File: src/rtl/npc_predictor_if.sv
// Bundle between the fetch/execute pipeline and the next-PC predictor.
// The pipeline side is the master; the predictor is the slave.
interface npc_predictor_if #(
    parameter int ADDR_W = 32,
    parameter int CNT_W  = 32
);
    logic [ADDR_W-1:0] PCF;
    logic [ADDR_W-1:0] PCE;
    logic [ADDR_W-1:0] BranchTarget;
    logic [ADDR_W-1:0] JalrTarget;
    logic [ADDR_W-1:0] JalTarget;
    logic              BrInstE;
    logic              BranchE;
    logic              PredTakenE;
    logic              JalrE;
    logic              JalD;
    logic [ADDR_W-1:0] PC_In;
    logic              PredTakenF;
    logic              MispredE;
    logic [CNT_W-1:0]  BrCount;
    logic [CNT_W-1:0]  MispredCount;

    modport master (
        output PCF, PCE, BranchTarget, JalrTarget, JalTarget,
        output BrInstE, BranchE, PredTakenE, JalrE, JalD,
        input  PC_In, PredTakenF, MispredE, BrCount, MispredCount
    );

    modport slave (
        input  PCF, PCE, BranchTarget, JalrTarget, JalTarget,
        input  BrInstE, BranchE, PredTakenE, JalrE, JalD,
        output PC_In, PredTakenF, MispredE, BrCount, MispredCount
    );
endinterface

File: src/rtl/npc_predictor.sv
// Next-PC selection with a direct-mapped BTB of 2-bit saturating counters,
// plus branch and misprediction performance counters.
module npc_predictor #(
    parameter int ADDR_W    = 32,
    parameter int BTB_DEPTH = 16,
    parameter int CNT_W     = 32
) (
    input logic           CPU_CLK,
    input logic           CPU_RST_N,
    npc_predictor_if.slave bus
);
    localparam int IDX_W = $clog2(BTB_DEPTH);
    localparam int TAG_W = ADDR_W - IDX_W - 2;

    logic [BTB_DEPTH-1:0] valid;
    logic [TAG_W-1:0]     tags    [BTB_DEPTH];
    logic [ADDR_W-1:0]    targets [BTB_DEPTH];
    logic [1:0]           cnt     [BTB_DEPTH];

    logic [CNT_W-1:0]  brCount;
    logic [CNT_W-1:0]  mispredCount;
    logic [IDX_W-1:0]  fetchIdx;
    logic [IDX_W-1:0]  updIdx;
    logic [TAG_W-1:0]  fetchTag;
    logic [TAG_W-1:0]  updTag;
    logic              fetchHit;
    logic              updHit;
    logic              predTaken;
    logic              mispred;
    logic [ADDR_W-1:0] pcIn;
    logic              unusedPcBits;

    assign fetchIdx = bus.PCF[IDX_W+1:2];
    assign fetchTag = bus.PCF[ADDR_W-1:IDX_W+2];
    assign updIdx   = bus.PCE[IDX_W+1:2];
    assign updTag   = bus.PCE[ADDR_W-1:IDX_W+2];
    assign unusedPcBits = ^{bus.PCF[1:0], bus.PCE[1:0]};

    assign fetchHit  = valid[fetchIdx] && (tags[fetchIdx] == fetchTag);
    assign updHit    = valid[updIdx] && (tags[updIdx] == updTag);
    assign predTaken = fetchHit && cnt[fetchIdx][1];
    assign mispred   = bus.BrInstE && (bus.BranchE ^ bus.PredTakenE);

    // Redirect priority: EX misprediction, then JALR, then JAL, then BTB, else sequential.
    always_comb begin
        pcIn = bus.PCF + ADDR_W'(4);
        if (mispred) begin
            pcIn = bus.BranchE ? bus.BranchTarget : (bus.PCE + ADDR_W'(4));
        end else if (bus.JalrE) begin
            pcIn = bus.JalrTarget;
        end else if (bus.JalD) begin
            pcIn = bus.JalTarget;
        end else if (predTaken) begin
            pcIn = targets[fetchIdx];
        end
    end

    always_ff @(posedge CPU_CLK or negedge CPU_RST_N) begin
        if (!CPU_RST_N) begin
            valid        <= '0;
            brCount      <= '0;
            mispredCount <= '0;
            for (int i = 0; i < BTB_DEPTH; i++) begin
                cnt[i] <= 2'd1;
            end
        end else begin
            if (bus.BrInstE) begin
                brCount <= brCount + CNT_W'(1);
                if (updHit) begin
                    if (bus.BranchE) begin
                        cnt[updIdx] <= (cnt[updIdx] == 2'd3) ? 2'd3 : cnt[updIdx] + 2'd1;
                    end else begin
                        cnt[updIdx] <= (cnt[updIdx] == 2'd0) ? 2'd0 : cnt[updIdx] - 2'd1;
                    end
                end else if (bus.BranchE) begin
                    valid[updIdx] <= 1'b1;
                    cnt[updIdx]   <= 2'd2;
                end
            end
            if (mispred) begin
                mispredCount <= mispredCount + CNT_W'(1);
            end
        end
    end

    // A taken update either refreshes a hit or allocates a miss; both rewrite tag and target.
    always_ff @(posedge CPU_CLK) begin
        if (bus.BrInstE && bus.BranchE) begin
            tags[updIdx]    <= updTag;
            targets[updIdx] <= bus.BranchTarget;
        end
    end

    assign bus.PC_In        = pcIn;
    assign bus.PredTakenF   = predTaken;
    assign bus.MispredE     = mispred;
    assign bus.BrCount      = brCount;
    assign bus.MispredCount = mispredCount;
endmodule

File: src/flat_wrapper.sv
// flat-port wrapper written by rule: the top's interface ports become plain ports
module npc_predictor_flat 
#(
    parameter int ADDR_W    = 32,
    parameter int BTB_DEPTH = 16,
    parameter int CNT_W     = 32
)
  (CPU_CLK, CPU_RST_N, bus_PCF, bus_PCE, bus_BranchTarget, bus_JalrTarget, bus_JalTarget, bus_BrInstE, bus_BranchE, bus_PredTakenE, bus_JalrE, bus_JalD, bus_PC_In, bus_PredTakenF, bus_MispredE, bus_BrCount, bus_MispredCount);
  npc_predictor_if #(.ADDR_W(ADDR_W), .CNT_W(CNT_W)) bus_i ();
  input logic CPU_CLK;
  input logic CPU_RST_N;
  input wire logic [$bits(bus_i.PCF)-1:0] bus_PCF;
  input wire logic [$bits(bus_i.PCE)-1:0] bus_PCE;
  input wire logic [$bits(bus_i.BranchTarget)-1:0] bus_BranchTarget;
  input wire logic [$bits(bus_i.JalrTarget)-1:0] bus_JalrTarget;
  input wire logic [$bits(bus_i.JalTarget)-1:0] bus_JalTarget;
  input wire logic [$bits(bus_i.BrInstE)-1:0] bus_BrInstE;
  input wire logic [$bits(bus_i.BranchE)-1:0] bus_BranchE;
  input wire logic [$bits(bus_i.PredTakenE)-1:0] bus_PredTakenE;
  input wire logic [$bits(bus_i.JalrE)-1:0] bus_JalrE;
  input wire logic [$bits(bus_i.JalD)-1:0] bus_JalD;
  output wire logic [$bits(bus_i.PC_In)-1:0] bus_PC_In;
  output wire logic [$bits(bus_i.PredTakenF)-1:0] bus_PredTakenF;
  output wire logic [$bits(bus_i.MispredE)-1:0] bus_MispredE;
  output wire logic [$bits(bus_i.BrCount)-1:0] bus_BrCount;
  output wire logic [$bits(bus_i.MispredCount)-1:0] bus_MispredCount;
  assign bus_i.PCF = bus_PCF;
  assign bus_i.PCE = bus_PCE;
  assign bus_i.BranchTarget = bus_BranchTarget;
  assign bus_i.JalrTarget = bus_JalrTarget;
  assign bus_i.JalTarget = bus_JalTarget;
  assign bus_i.BrInstE = bus_BrInstE;
  assign bus_i.BranchE = bus_BranchE;
  assign bus_i.PredTakenE = bus_PredTakenE;
  assign bus_i.JalrE = bus_JalrE;
  assign bus_i.JalD = bus_JalD;
  assign bus_PC_In = bus_i.PC_In;
  assign bus_PredTakenF = bus_i.PredTakenF;
  assign bus_MispredE = bus_i.MispredE;
  assign bus_BrCount = bus_i.BrCount;
  assign bus_MispredCount = bus_i.MispredCount;
  npc_predictor #(.ADDR_W(ADDR_W), .BTB_DEPTH(BTB_DEPTH), .CNT_W(CNT_W)) u_core (.CPU_CLK(CPU_CLK), .CPU_RST_N(CPU_RST_N), .bus(bus_i));
endmodule
File: config.mk
export PLATFORM = sky130hd
export DESIGN_NAME = npc_predictor_flat
export DESIGN_NICKNAME = d
export VERILOG_FILES = /design/src/rtl/npc_predictor_if.sv /design/src/rtl/npc_predictor.sv /design/src/flat_wrapper.sv
export SDC_FILE = /design/constraint.sdc
export NUM_CORES = 2
export LEC_CHECK = 0
export CAP_MARGIN = 20
export CORE_MARGIN = 3
export CORE_UTILIZATION = 45
export CTS_BUF_LIST = sky130_fd_sc_hd__clkbuf_4 sky130_fd_sc_hd__clkbuf_8
export DETAILED_ROUTE_END_ITERATION = 7
export GPL_TIMING_DRIVEN = 1
export PLACE_DENSITY = 0.76
export SLEW_MARGIN = 40
export SYNTH_ARGS = -nofsm -noshare
export SYNTH_HDL_FRONTEND = slang
export SYNTH_SLANG_ARGS = --single-unit
File: constraint.sdc
create_clock -name CPU_CLK -period 4.1 [get_ports CPU_CLK]
set_input_delay 0.615 -clock CPU_CLK [delete_from_list [all_inputs] [get_ports CPU_CLK]]
set_output_delay 0.615 -clock CPU_CLK [all_outputs]
set_load 0.01 [all_outputs]
==> results.yml <==
outcome:
  status: "complete, but fails checks"
  violations: "negative setup slack"
timing:
  period_needed_ns: 4.92
  timing.hold.ws_ns: 0.362
  finalSetupTns_ns: -20.68
  hold_viol: 0
  slew-limit-headroom_pct: 36.8
  rsz0062_at_grt: "yes"
  drv_slew: 0
  finalSetupViolations: 33
  worst_slack_ns: -0.821
  worst_pin_slew_ns: 0.948
  fin_crit_sh_pct: 120
  fmax_mhz: 203
  fin_skew_ns: 0.0529
yosys:
  synth_commonest_cells: "edfxtp_1, mux4_2, nand2_1"
  synth_top_area_share_pct: 58.6
  async_flop_share_pct: 10.8
  yosysWarnings: 0
  synth-edff-count: 928
  netlist_area_sq_mm: 0.0475
  ys.flop_type: "edfxtp_1"
  synth_nets: 2898
  syn_inst: 2724
  yosys.area.top_type: "edfxtp_1"
  synth_area_per_cell_sq_um: 17.4
  ys_ff_latch: 1040
  synth_most_common_cell: "edfxtp_1"
  synth.distinct_cells: 80
  synthTopCellsByArea: "edfxtp_1, mux4_2, dfrtp_1"
  synth-seq-area-share_pct: 64.6
setup_path:
  cp-startpoint: "u_core.tags[1][18]$_DFFE_PP_"
  r2r_end: "u_core.cnt[30]$_DFFE_PN1P_"
  crit_path_end_kind: "output pin"
  worstRegToRegCells: 11
  crit_path_end: "bus_PC_In[18]"
  worstSetupStartpointType: "register"
  ff2ff_setup_slack_ns: 0.43
  path_cells: "mux4_2 -> a22o_1 -> a221oi_4 -> xor2_1 -> nand3_1 -> or4_4 -> or4_4 -> a21oi_4 -> o21ai_2 -> buf_2"
  cpMostUsedCell: "or4_4"
  critical_path_required_ns: 3.48
  cp_max_fo: 4
  critPathTopFamily: "simple AND/OR/NAND/NOR gates"
  r2r_start: "u_core.tags[2][12]$_DFFE_PP_"
  crit_type: "register to output pin"
  cp_slowest_stage_delay_ns: 0.57
  crit_slowest_cell: "or4_4"
  worstPathArrival_ns: 4.31
  worst-path-buf-inv: 1
  worstSetupPathDepth: 10
routing:
  avgViaCountPerCell: 6.32
  drtPass1Iterations: 8
  drt_iter0_drc: 4260
  wl_mm: 152
  num_vias: 31100
  routedWlPerCell_microns: 30.9
  drc: 0
  ant_nets: 0
cells_and_area:
  area_growth_pct: 23.3
  finish.net_count: 3591
  drive_above_1_share_pct: 34.8
place:
  port_buffers: 264
  place.gp.congestion: 0.983
  hpwl_mm: 101
grt:
  overflow: 0
  gr-max-usage-layer: "met2"
  grt_pass1_wl_mm: 215
  gr-usage-all-layers_pct: 27.7
  use_met2_pct: 42.1
  use_met1_pct: 37.2
  grt_antenna_before_repair: 7
  grt_use_met3_pct: 8.21
  grt_max_degree: 66
  grt_pass1_vias: 30400
clock_tree:
  cts_tree: "yes"
  cts_sinks: 1040
  clockRootBuffer: "clkbuf_8"
  clk_path_buf_depth: 3
  path_clk_slew_ns: 0.07
  htree_levels: 4
  clock_latency_ns: 0.87
  cts_buffers: 162
floorplanning:
  dieArea_sq_mm: 0.110
  die_w_microns: 331
  io_pins: 265
  core.rowCount: 118
  core_area_sq_mm: 0.104
  start_util_pct: 45.6
  die_y_microns: 331
pwr:
  p_per_area_mw_per_mm2: 403
  ir_drop_uv: 285
  leakage_nw: 20.4
worst_hold_path:
  hp-class: "primary input to asynchronous set/reset pin"
flow_run:
  drv_cap: 0
## state kept, by name, indices dropped and copies added (netlist names)
register / flops
u_core.bus.BrCount: 32
u_core.bus.MispredCount: 32
u_core.cnt: 32
u_core.tags: 416
u_core.targets: 512
u_core.valid: 16
## power by group
part	internal, W	total, W	switching (W)
registers	0.0118	0.0120	0.000190
logic	0.00141	0.00299	0.00158
clock network	0.00446	0.00860	0.00413
total	0.0177	0.0236	0.00591
## final cells by class
cell class	count	area, sq um
clock buffer	224	2710
tap	1380	1730
fill	7862	45600
clock inverter	61	449
antenna	4	10.0
inverter	52	203
multi-input combinational	1462	16300
sequential	1040	30700
timing repair buffer	699	6530
## how the worst min path moves through the flow
| stage | endpoint | depth (start not counted) |
|---|---|---|
| floorplan | u_core.bus.BrCount[0]$_DFFE_PN0P_ | 0 |
| global placement | u_core.cnt[26]$_DFFE_PN1P_ | 2 |
| detailed placement | u_core.cnt[10]$_DFFE_PN1P_ | 2 |
| CTS | u_core.bus.BrCount[28]$_DFFE_PN0P_ | 2 |
| global route | u_core.bus.BrCount[4]$_DFFE_PN0P_ | 2 |
| finish | u_core.bus.BrCount[31]$_DFFE_PN0P_ | 2 |
## per-stage QoR
step,power (W),utilization [%],area [sq um],std cells,setup slack [ns]
floorplan,0.0136,-,47500,2724,0.000781
global placement,0.0151,52.7,54900,4624,-1.48
detailed placement,0.0151,52.7,54900,4624,-1.48
CTS,0.0237,56.0,58300,4918,-0.939
global route,0.0244,56.2,58600,4921,-0.903
finish,0.0236,56.2,58600,4922,-0.821
## what timing repair did
| item | 4_1_cts | 5_1_grt |
|---|---|---|
| pin swaps | 30 | 17 |
| setup buffers | 10 | 1 |
| hold endpoints to repair | 54 | 0 |
| cloned | 1 | 2 |
| gates resized for setup | 207 | 45 |
| hold buffers | 1 | 0 |
| endpoints found under the setup margin | 33 | 33 |
## cells by family after synthesis
logic type,synth area share (%)
adders and majority gates,0.226
buffers and inverters,2.18
xor gates and xnor gates,2.89
AOI/OAI and AO/OA,4.38
muxes,20.6
DFF,64.6
and+or+nand+nor,5.12
## layout by cell type (no fill, tap or decap), types with 11 or more instances in the layout
| cell type | count |
|---|---|
| o211ai_1 | 12 |
| clkinv_1 | 36 |
| and3_1 | 29 |
| nand4_1 | 36 |
| nand2b_1 | 11 |
| a221oi_2 | 13 |
| clkbuf_8 | 165 |
| xor2_1 | 55 |
| a211oi_1 | 28 |
| o22ai_1 | 39 |
| buf_12 | 51 |
| a22oi_1 | 12 |
| buf_6 | 19 |
| a21oi_1 | 44 |
| clkdlybuf4s50_1 | 222 |
| nand3_1 | 74 |
| mux2i_1 | 98 |
| dfrtp_1 | 96 |
| nor2_1 | 112 |
| nor2b_1 | 13 |
| mux2_2 | 13 |
| clkbuf_4 | 59 |
| a2bb2oi_1 | 14 |
| buf_2 | 28 |
| mux2i_2 | 11 |
| clkinv_2 | 14 |
| mux4_2 | 378 |
| a31oi_1 | 12 |
| xnor2_1 | 92 |
| o21ai_0 | 28 |
| dfstp_2 | 16 |
| and2_1 | 14 |
| a21o_1 | 12 |
| edfxtp_1 | 928 |
| nand2_1 | 125 |
| inv_1 | 42 |
| buf_4 | 371 |
## layer usage
metal  vias up  routed length [microns]  part of all wire, %
li1      12600                        -                    -
met1     15800                    55100                   36
met2      2388                    69400                   46
met3       349                    20400                   13
met4         6                     7300                  4.8
met5         -                       41                0.027
## worst register-to-register path, cell delays in order (launching register included)
cell and delay [ns]:
edfxtp_1 0.40, mux4_2 0.47, and2_1 0.20, a211oi_1 0.32
a211o_1 0.25, o211ai_1 0.14, a2111oi_0 0.59, buf_4 0.22
nand4_1 0.09, buf_4 0.21, or2_1 0.41, o22ai_1 0.24
Note: power is estimated with default switching activity, not from simulation.
